===== config.mk =====
export PLATFORM = sky130hd
export DESIGN_NAME = move_scan_ctrl_flat
export DESIGN_NICKNAME = d
export VERILOG_FILES = /design/src/rtl/move_scan_ctrl_pkg.sv /design/src/rtl/move_scan_ctrl_if.sv /design/src/rtl/move_scan_ctrl_diag_shift.sv /design/src/rtl/move_scan_ctrl.sv /design/src/flat_wrapper.sv
export SDC_FILE = /design/constraint.sdc
export NUM_CORES = 1
export LEC_CHECK = 0
export ABC_AREA = 1
export CORE_MARGIN = 8
export CORE_UTILIZATION = 28
export CTS_CLUSTER_DIAMETER = 200
export CTS_CLUSTER_SIZE = 8
export DETAILED_ROUTE_END_ITERATION = 10
export GPL_ROUTABILITY_DRIVEN = 0
export GPL_TIMING_DRIVEN = 0
export PLACE_DENSITY = 0.55
export SLEW_MARGIN = 30
export SYNTH_ARGS = -nofsm -noshare
export SYNTH_HDL_FRONTEND = slang
export SYNTH_SLANG_ARGS = --single-unit

===== constraint.sdc =====
create_clock -name clock -period 3.29 [get_ports clock]
set_input_delay 0.658 -clock clock [delete_from_list [all_inputs] [get_ports clock]]
set_output_delay 0.658 -clock clock [all_outputs]
set_load 0.02 [all_outputs]

===== src/rtl/move_scan_ctrl_pkg.sv =====
// Shared types, board geometry and helpers for the move-scan sequencer.
package move_scan_ctrl_pkg;

    localparam int N_SQ   = 32;
    localparam int N_ROWS = N_SQ / 4;

    typedef enum logic [1:0] {
        DIR_UL = 2'd0,
        DIR_UR = 2'd1,
        DIR_DL = 2'd2,
        DIR_DR = 2'd3
    } dir_e;

    typedef enum logic [1:0] {
        ST_IDLE,
        ST_SCAN,
        ST_DONE
    } state_e;

    typedef enum logic [1:0] {
        PH_0,
        PH_1,
        PH_2
    } phase_e;

    // Low bit of the 32-bit slice for direction d inside a 128-bit mask.
    function automatic int unsigned mask_lo(input dir_e d);
        return N_SQ * int'(d);
    endfunction

    // Downward directions are forward for side 1, upward ones for side 0.
    function automatic logic is_forward(input dir_e d, input logic side);
        return ((d == DIR_DL) || (d == DIR_DR)) == side;
    endfunction

    // Neighbour of square i in direction d: bit 5 set means off-board,
    // otherwise bits 4:0 hold the neighbour index.
    function automatic logic [5:0] neighbour(input dir_e d, input int unsigned i);
        int r;
        int c;
        int nr;
        int nc;
        r  = int'(i / 4);
        c  = 2 * int'(i % 4) + (r % 2);
        nr = ((d == DIR_DL) || (d == DIR_DR)) ? r + 1 : r - 1;
        nc = ((d == DIR_UR) || (d == DIR_DR)) ? c + 1 : c - 1;
        if ((nr < 0) || (nr >= N_ROWS) || (nc < 0) || (nc > 7)) begin
            return 6'b10_0000;
        end
        return {1'b0, 5'(nr * 4 + nc / 2)};
    endfunction

endpackage


===== src/rtl/move_scan_ctrl_if.sv =====
// Request/result bundle between the move selector and the scan sequencer.
interface move_scan_if;
    import move_scan_ctrl_pkg::*;

    logic                start;
    logic                side;
    logic [N_SQ-1:0]     own_bb;
    logic [N_SQ-1:0]     opp_bb;
    logic [N_SQ-1:0]     king_bb;
    logic                busy;
    logic                done;
    logic [4*N_SQ-1:0]   move_mask;
    logic [4*N_SQ-1:0]   jump_mask;
    logic                any_move;
    logic                any_jump;

    modport master (
        output start, side, own_bb, opp_bb, king_bb,
        input  busy, done, move_mask, jump_mask, any_move, any_jump
    );

    modport slave (
        input  start, side, own_bb, opp_bb, king_bb,
        output busy, done, move_mask, jump_mask, any_move, any_jump
    );

endinterface


===== src/rtl/move_scan_ctrl_diag_shift.sv =====
// Combinational diagonal shifter: y[i] = x[neighbour(i)], off-board reads 1.
module diag_shift
    import move_scan_ctrl_pkg::*;
(
    input  dir_e            dir,
    input  logic [N_SQ-1:0] x,
    output logic [N_SQ-1:0] y
);

    logic [5:0] nb;

    // Gather each square's neighbour bit; the border fills with 1 (blocked).
    always_comb begin
        y  = '1;
        nb = '0;
        for (int unsigned i = 0; i < N_SQ; i++) begin
            nb = neighbour(dir, i);
            if (!nb[5]) begin
                y[i] = x[nb[4:0]];
            end
        end
    end

endmodule


===== src/rtl/move_scan_ctrl.sv =====
// Move-generation sequencer: time-shares one diagonal shifter over four
// directions to build simple-move and capture source masks.
module move_scan_ctrl
    import move_scan_ctrl_pkg::*;
#(
    parameter int BOARD_W    = 32,
    parameter bit SKIP_EMPTY = 1'b0
) (
    input  logic       clock,
    input  logic       reset_n,
    move_scan_if.slave bus
);

    state_e                 state;
    phase_e                 ph;
    dir_e                   dir;
    logic                   side_q;
    logic [BOARD_W-1:0]     own_q;
    logic [BOARD_W-1:0]     opp_q;
    logic [BOARD_W-1:0]     king_q;
    logic [BOARD_W-1:0]     t1;
    logic [BOARD_W-1:0]     t2;
    logic [BOARD_W-1:0]     shift_in;
    logic [BOARD_W-1:0]     shift_out;
    logic [BOARD_W-1:0]     mover;
    logic [4*BOARD_W-1:0]   move_q;
    logic [4*BOARD_W-1:0]   jump_q;
    logic                   busy_q;
    logic                   done_q;
    logic                   any_move_q;
    logic                   any_jump_q;

    // Shifter operand by phase: occupancy, inverted opponents, then t1.
    always_comb begin
        case (ph)
            PH_0:    shift_in = own_q | opp_q;
            PH_1:    shift_in = ~opp_q;
            default: shift_in = t1;
        endcase
    end

    diag_shift u_shift (
        .dir (dir),
        .x   (shift_in),
        .y   (shift_out)
    );

    // Pieces allowed to move in the current direction.
    always_comb begin
        mover = own_q & (is_forward(dir, side_q) ? {BOARD_W{1'b1}} : king_q);
    end

    assign bus.busy      = busy_q;
    assign bus.done      = done_q;
    assign bus.move_mask = move_q;
    assign bus.jump_mask = jump_q;
    assign bus.any_move  = any_move_q;
    assign bus.any_jump  = any_jump_q;

    // Scan FSM: latch boards, walk d=UL..DR through P0..P2, then pulse done.
    always_ff @(posedge clock) begin
        if (!reset_n) begin
            state      <= ST_IDLE;
            ph         <= PH_0;
            dir        <= DIR_UL;
            side_q     <= 1'b0;
            own_q      <= '0;
            opp_q      <= '0;
            king_q     <= '0;
            t1         <= '0;
            t2         <= '0;
            move_q     <= '0;
            jump_q     <= '0;
            busy_q     <= 1'b0;
            done_q     <= 1'b0;
            any_move_q <= 1'b0;
            any_jump_q <= 1'b0;
        end else begin
            done_q <= 1'b0;
            case (state)
                ST_IDLE: begin
                    if (bus.start) begin
                        side_q     <= bus.side;
                        own_q      <= bus.own_bb;
                        opp_q      <= bus.opp_bb;
                        king_q     <= bus.king_bb;
                        move_q     <= '0;
                        jump_q     <= '0;
                        any_move_q <= 1'b0;
                        any_jump_q <= 1'b0;
                        busy_q     <= 1'b1;
                        dir        <= DIR_UL;
                        ph         <= PH_0;
                        state      <= ST_SCAN;
                    end
                end
                ST_SCAN: begin
                    case (ph)
                        PH_0: begin
                            // An empty mover set leaves the (already cleared)
                            // slices at 0 and moves straight to the next direction.
                            if (SKIP_EMPTY && (mover == '0)) begin
                                if (dir == DIR_DR) begin
                                    state <= ST_DONE;
                                end else begin
                                    dir <= dir_e'(dir + 2'd1);
                                end
                            end else begin
                                t1 <= shift_out;
                                ph <= PH_1;
                            end
                        end
                        PH_1: begin
                            t2 <= ~shift_out;
                            move_q[mask_lo(dir) +: BOARD_W] <= mover & ~t1;
                            ph <= PH_2;
                        end
                        PH_2: begin
                            jump_q[mask_lo(dir) +: BOARD_W] <= mover & t2 & ~shift_out;
                            ph <= PH_0;
                            if (dir == DIR_DR) begin
                                state <= ST_DONE;
                            end else begin
                                dir <= dir_e'(dir + 2'd1);
                            end
                        end
                        default: ph <= PH_0;
                    endcase
                end
                ST_DONE: begin
                    done_q     <= 1'b1;
                    busy_q     <= 1'b0;
                    any_move_q <= |move_q;
                    any_jump_q <= |jump_q;
                    state      <= ST_IDLE;
                end
                default: state <= ST_IDLE;
            endcase
        end
    end

endmodule


===== src/flat_wrapper.sv =====
// flat-port wrapper written by rule: the top's interface ports become plain ports
module move_scan_ctrl_flat import move_scan_ctrl_pkg::*;
#(
    parameter int BOARD_W    = 32,
    parameter bit SKIP_EMPTY = 1'b0
)
  (clock, reset_n, bus_start, bus_side, bus_own_bb, bus_opp_bb, bus_king_bb, bus_busy, bus_done, bus_move_mask, bus_jump_mask, bus_any_move, bus_any_jump);
  move_scan_if bus_i ();
  input  logic clock;
  input  logic reset_n;
  input wire logic [$bits(bus_i.start)-1:0] bus_start;
  input wire logic [$bits(bus_i.side)-1:0] bus_side;
  input wire logic [$bits(bus_i.own_bb)-1:0] bus_own_bb;
  input wire logic [$bits(bus_i.opp_bb)-1:0] bus_opp_bb;
  input wire logic [$bits(bus_i.king_bb)-1:0] bus_king_bb;
  output wire logic [$bits(bus_i.busy)-1:0] bus_busy;
  output wire logic [$bits(bus_i.done)-1:0] bus_done;
  output wire logic [$bits(bus_i.move_mask)-1:0] bus_move_mask;
  output wire logic [$bits(bus_i.jump_mask)-1:0] bus_jump_mask;
  output wire logic [$bits(bus_i.any_move)-1:0] bus_any_move;
  output wire logic [$bits(bus_i.any_jump)-1:0] bus_any_jump;
  assign bus_i.start = bus_start;
  assign bus_i.side = bus_side;
  assign bus_i.own_bb = bus_own_bb;
  assign bus_i.opp_bb = bus_opp_bb;
  assign bus_i.king_bb = bus_king_bb;
  assign bus_busy = bus_i.busy;
  assign bus_done = bus_i.done;
  assign bus_move_mask = bus_i.move_mask;
  assign bus_jump_mask = bus_i.jump_mask;
  assign bus_any_move = bus_i.any_move;
  assign bus_any_jump = bus_i.any_jump;
  move_scan_ctrl #(.BOARD_W(BOARD_W), .SKIP_EMPTY(SKIP_EMPTY)) u_core (.clock(clock), .reset_n(reset_n), .bus(bus_i));
endmodule

==> qor.yml <==
dr.max_layer_used: "met4"
area_growth_pct: 36.9
wire_per_inst_um: 23.4
die_area_sq_mm: 0.0730
initial_core_util_pct: 28.2
worst_pin_slew_ns: 1.10
critPathCapture: "u_core.bus.move_mask[71]"
syn_area_per_cell_sq_um: 7.34
yosysTopAreaCell: "dfxtp_1"
powerDensity_mw_per_mm2: 547
drive_gt1_share_pct: 7.70
crit_type: "flip-flop to flip-flop"
wl_met2_um: 39500
startpoint_type: "flip-flop"
min_path_type: "flip-flop to flip-flop"
synth_edf_count: 0
drt-met1-wl_um: 36500
max-cap-violations: 0
ff2ff_path_depth: 12
startpoint: "u_core.dir[0]"
ys_types: 43
clock_latency_ns: 0.62
io_buffers: 359
r2r-start: "u_core.dir[0]"
final_cells: 3750
synth_flop_cell: "dfxtp_1"
core_area_sq_mm: 0.0642
outcome: "completed"
vias: 19300
critical_path.max_fanout: 13
wl_met3_um: 7370
drt_iter0_markers: 1954
dieHeight_um: 270
vias_per_cell: 5.14
synthCells: 2467
yosysSeqAreaShare_pct: 47.2
final_common_cell: "nand2_1"
nFillCells: 6897
die_x_um: 270
antenna_left: 0
multiInputGateArea_sq_mm: 0.00876
rows: 93
r2r-end: "u_core.bus.move_mask[71]"
ys_top_cells_by_area: "dfxtp_1 (47%), nand2_1 (9.7%), nor2_1 (8.5%), a21oi_1 (6.7%), o21ai_0 (5.5%)"
clockRootBuffer: "clkbuf_16"
grt_max_degree: 16
ir_drop_uv: 416
fin_crit_sh_pct: 98.9
track_usage_pct: 23.0
ys_async_sr_fraction_pct: 0
syn-cell-area_sq_mm: 0.0181
dpl.cell_count: 3681
cts_tree: "done"
antenna_found_initial: 1
io_pins: 360
final_nets: 3002
yosys.area.top_type_share_pct: 47.2
dpl.hpwl_um: 70200
final_cell_mix: "nand2_1 (470), dfxtp_1 (426), nor2_1 (389), clkdlybuf4s50_1 (359), a21oi_1 (244)"
rrSetupSlack_ns: 0.04
yosys_warnings: 0
cts_buffer_depth: 3
cts_buffers: 59
power.leakage_nw: 8.96
clkTransAtPathRegs_ns: 0.05
post-route-drc-count: 0
wirelength_um: 87800
grt_pass1_wl_um: 127000
drv_slew: 0
antenna_cells: 0
whs_ns: 0.456
syn-num-nets: 2575
max_freq_ghz: 0.307
grt_pass1_vias: 18500
fin_crit_ns: 3.25
end_kind: "flip-flop"
arrival_ns: 3.75
fin_skew_ns: 0.0312
finalHoldViolCount: 0
drt-pass1-iter-count: 6
synth.ff_latch_count: 427
cts.sinks: 427
grt_overflow: 0
worst_ep_required_time_ns: 3.78
final-seq-area_sq_mm: 0.00855
setup_violations: 0
cts_max_level: 2
relSlewSlack_pct: 26.4
## synthesized netlist by cell type, drive strengths merged, types with 3 or more instances
library cell and number:
nor3b 5, inv 118, a22oi 33, nand4 48, ha 8, nand2 474, nor4 88, a32oi 32
nor3 13, or2 4, a211oi 3, a31oi 3, nor2 422, dfxtp 427, nand3b 4, nand3 112
o21ai 230, buf 53, clkbuf 116, o211ai 19, a21oi 245
## where the power goes
| part | switching, mW | internal (mW) | total (mW) | leakage, nW |
|---|---|---|---|---|
| Sequential | 0.232 | 5.39 | 5.62 | 3.47 |
| Combinational | 1.91 | 0.662 | 2.58 | 4.75 |
| Clock | 2.23 | 3.12 | 5.35 | 0.742 |
| Total | 4.37 | 9.17 | 13.5 | 8.96 |
## layer usage
layer / vias up / GRT usage (%)
li1: 9159 / -
met1: 9071 / 29.2
met2: 846 / 36.7
met3: 185 / 5.52
met4: 0 / 10.2
met5: - / 0
## sequential cells by signal, indices dropped and copies added, names as in the netlist, 2 cells and up
| name | cells |
|---|---|
| u_core.state | 2 |
| u_core.t2 | 32 |
| u_core.king_q | 32 |
| u_core.ph | 2 |
| u_core.t1 | 32 |
| u_core.bus.jump_mask | 128 |
| u_core.opp_q | 32 |
| u_core.own_q | 32 |
| u_core.dir | 2 |
| u_core.bus.move_mask | 128 |
## worst min path at each step
stage	from	endpoint	slack, ns	cells after the start
floorplan	u_core.t2[15]	u_core.t2[15]	0.44	2
global placement	u_core.bus.jump_mask[125]	u_core.bus.jump_mask[125]	0.44	2
detailed placement	u_core.bus.jump_mask[111]	u_core.bus.jump_mask[111]	0.45	2
CTS	u_core.bus.jump_mask[111]	u_core.bus.jump_mask[111]	0.46	2
global route	u_core.bus.jump_mask[119]	u_core.bus.jump_mask[119]	0.48	2
finish	u_core.bus.jump_mask[111]	u_core.bus.jump_mask[111]	0.46	2
## layout make-up
type,instances,share of cell area (%)
multi-input cells,1751,35.3
flip-flops and latches,427,34.5
repair buffers,367,14.8
clock buffers,59,5.96
well taps,855,4.32
plain buffers,168,3.09
inverters,120,1.82
clock inverters,3,0.146
## critical path, cell delays in order (launching register included)
cell and delay (ns):
dfxtp_2 0.38, clkbuf_4 0.22, clkinv_2 0.18, clkbuf_8 0.27, ha_1 0.27, nor2_4 0.12, buf_12 0.14, xor2_4 0.09
clkbuf_4 0.22, o21ai_0 0.67, nor2_1 0.26, a32oi_1 0.26, nor2_1 0.05
## cell families (layout without fill, tap and decap cells)
group,count (synthesis),in the layout,synth area share (%)
mux,1,1,0.0553
buf+inv,289,717,6.53
xor+xnor,1,1,0.0899
simple gates,1172,1172,28.3
flops,427,427,47.2
compound gates,569,569,17.3
fa+ha+maj,8,8,0.553
## what timing repair did
action                                  4_1_cts  5_1_grt
resized for setup                            74       27
buffers inserted                              4        4
pin swaps                                     5        6
hold buffers                                  0        0
endpoints found under the setup margin      284      161
## per-stage QoR
| step | power (mW) | utilization, % | TNS, ns | setup slack (ns) | instance area (sq um) |
|---|---|---|---|---|---|
| floorplan | 7.01 | - | 0 | 0.671 | 18100 |
| global placement | 8.04 | 35.4 | -179.01 | -1.11 | 22800 |
| detailed placement | 8.05 | 35.5 | -183.77 | -1.13 | 22800 |
| CTS | 13.5 | 38.3 | -0.157 | -0.0668 | 24600 |
| global route | 14.0 | 38.6 | -0.0100 | -0.00509 | 24800 |
| finish | 13.5 | 38.6 | 0 | 0.0366 | 24800 |
Power figures use the tool's default switching activity.
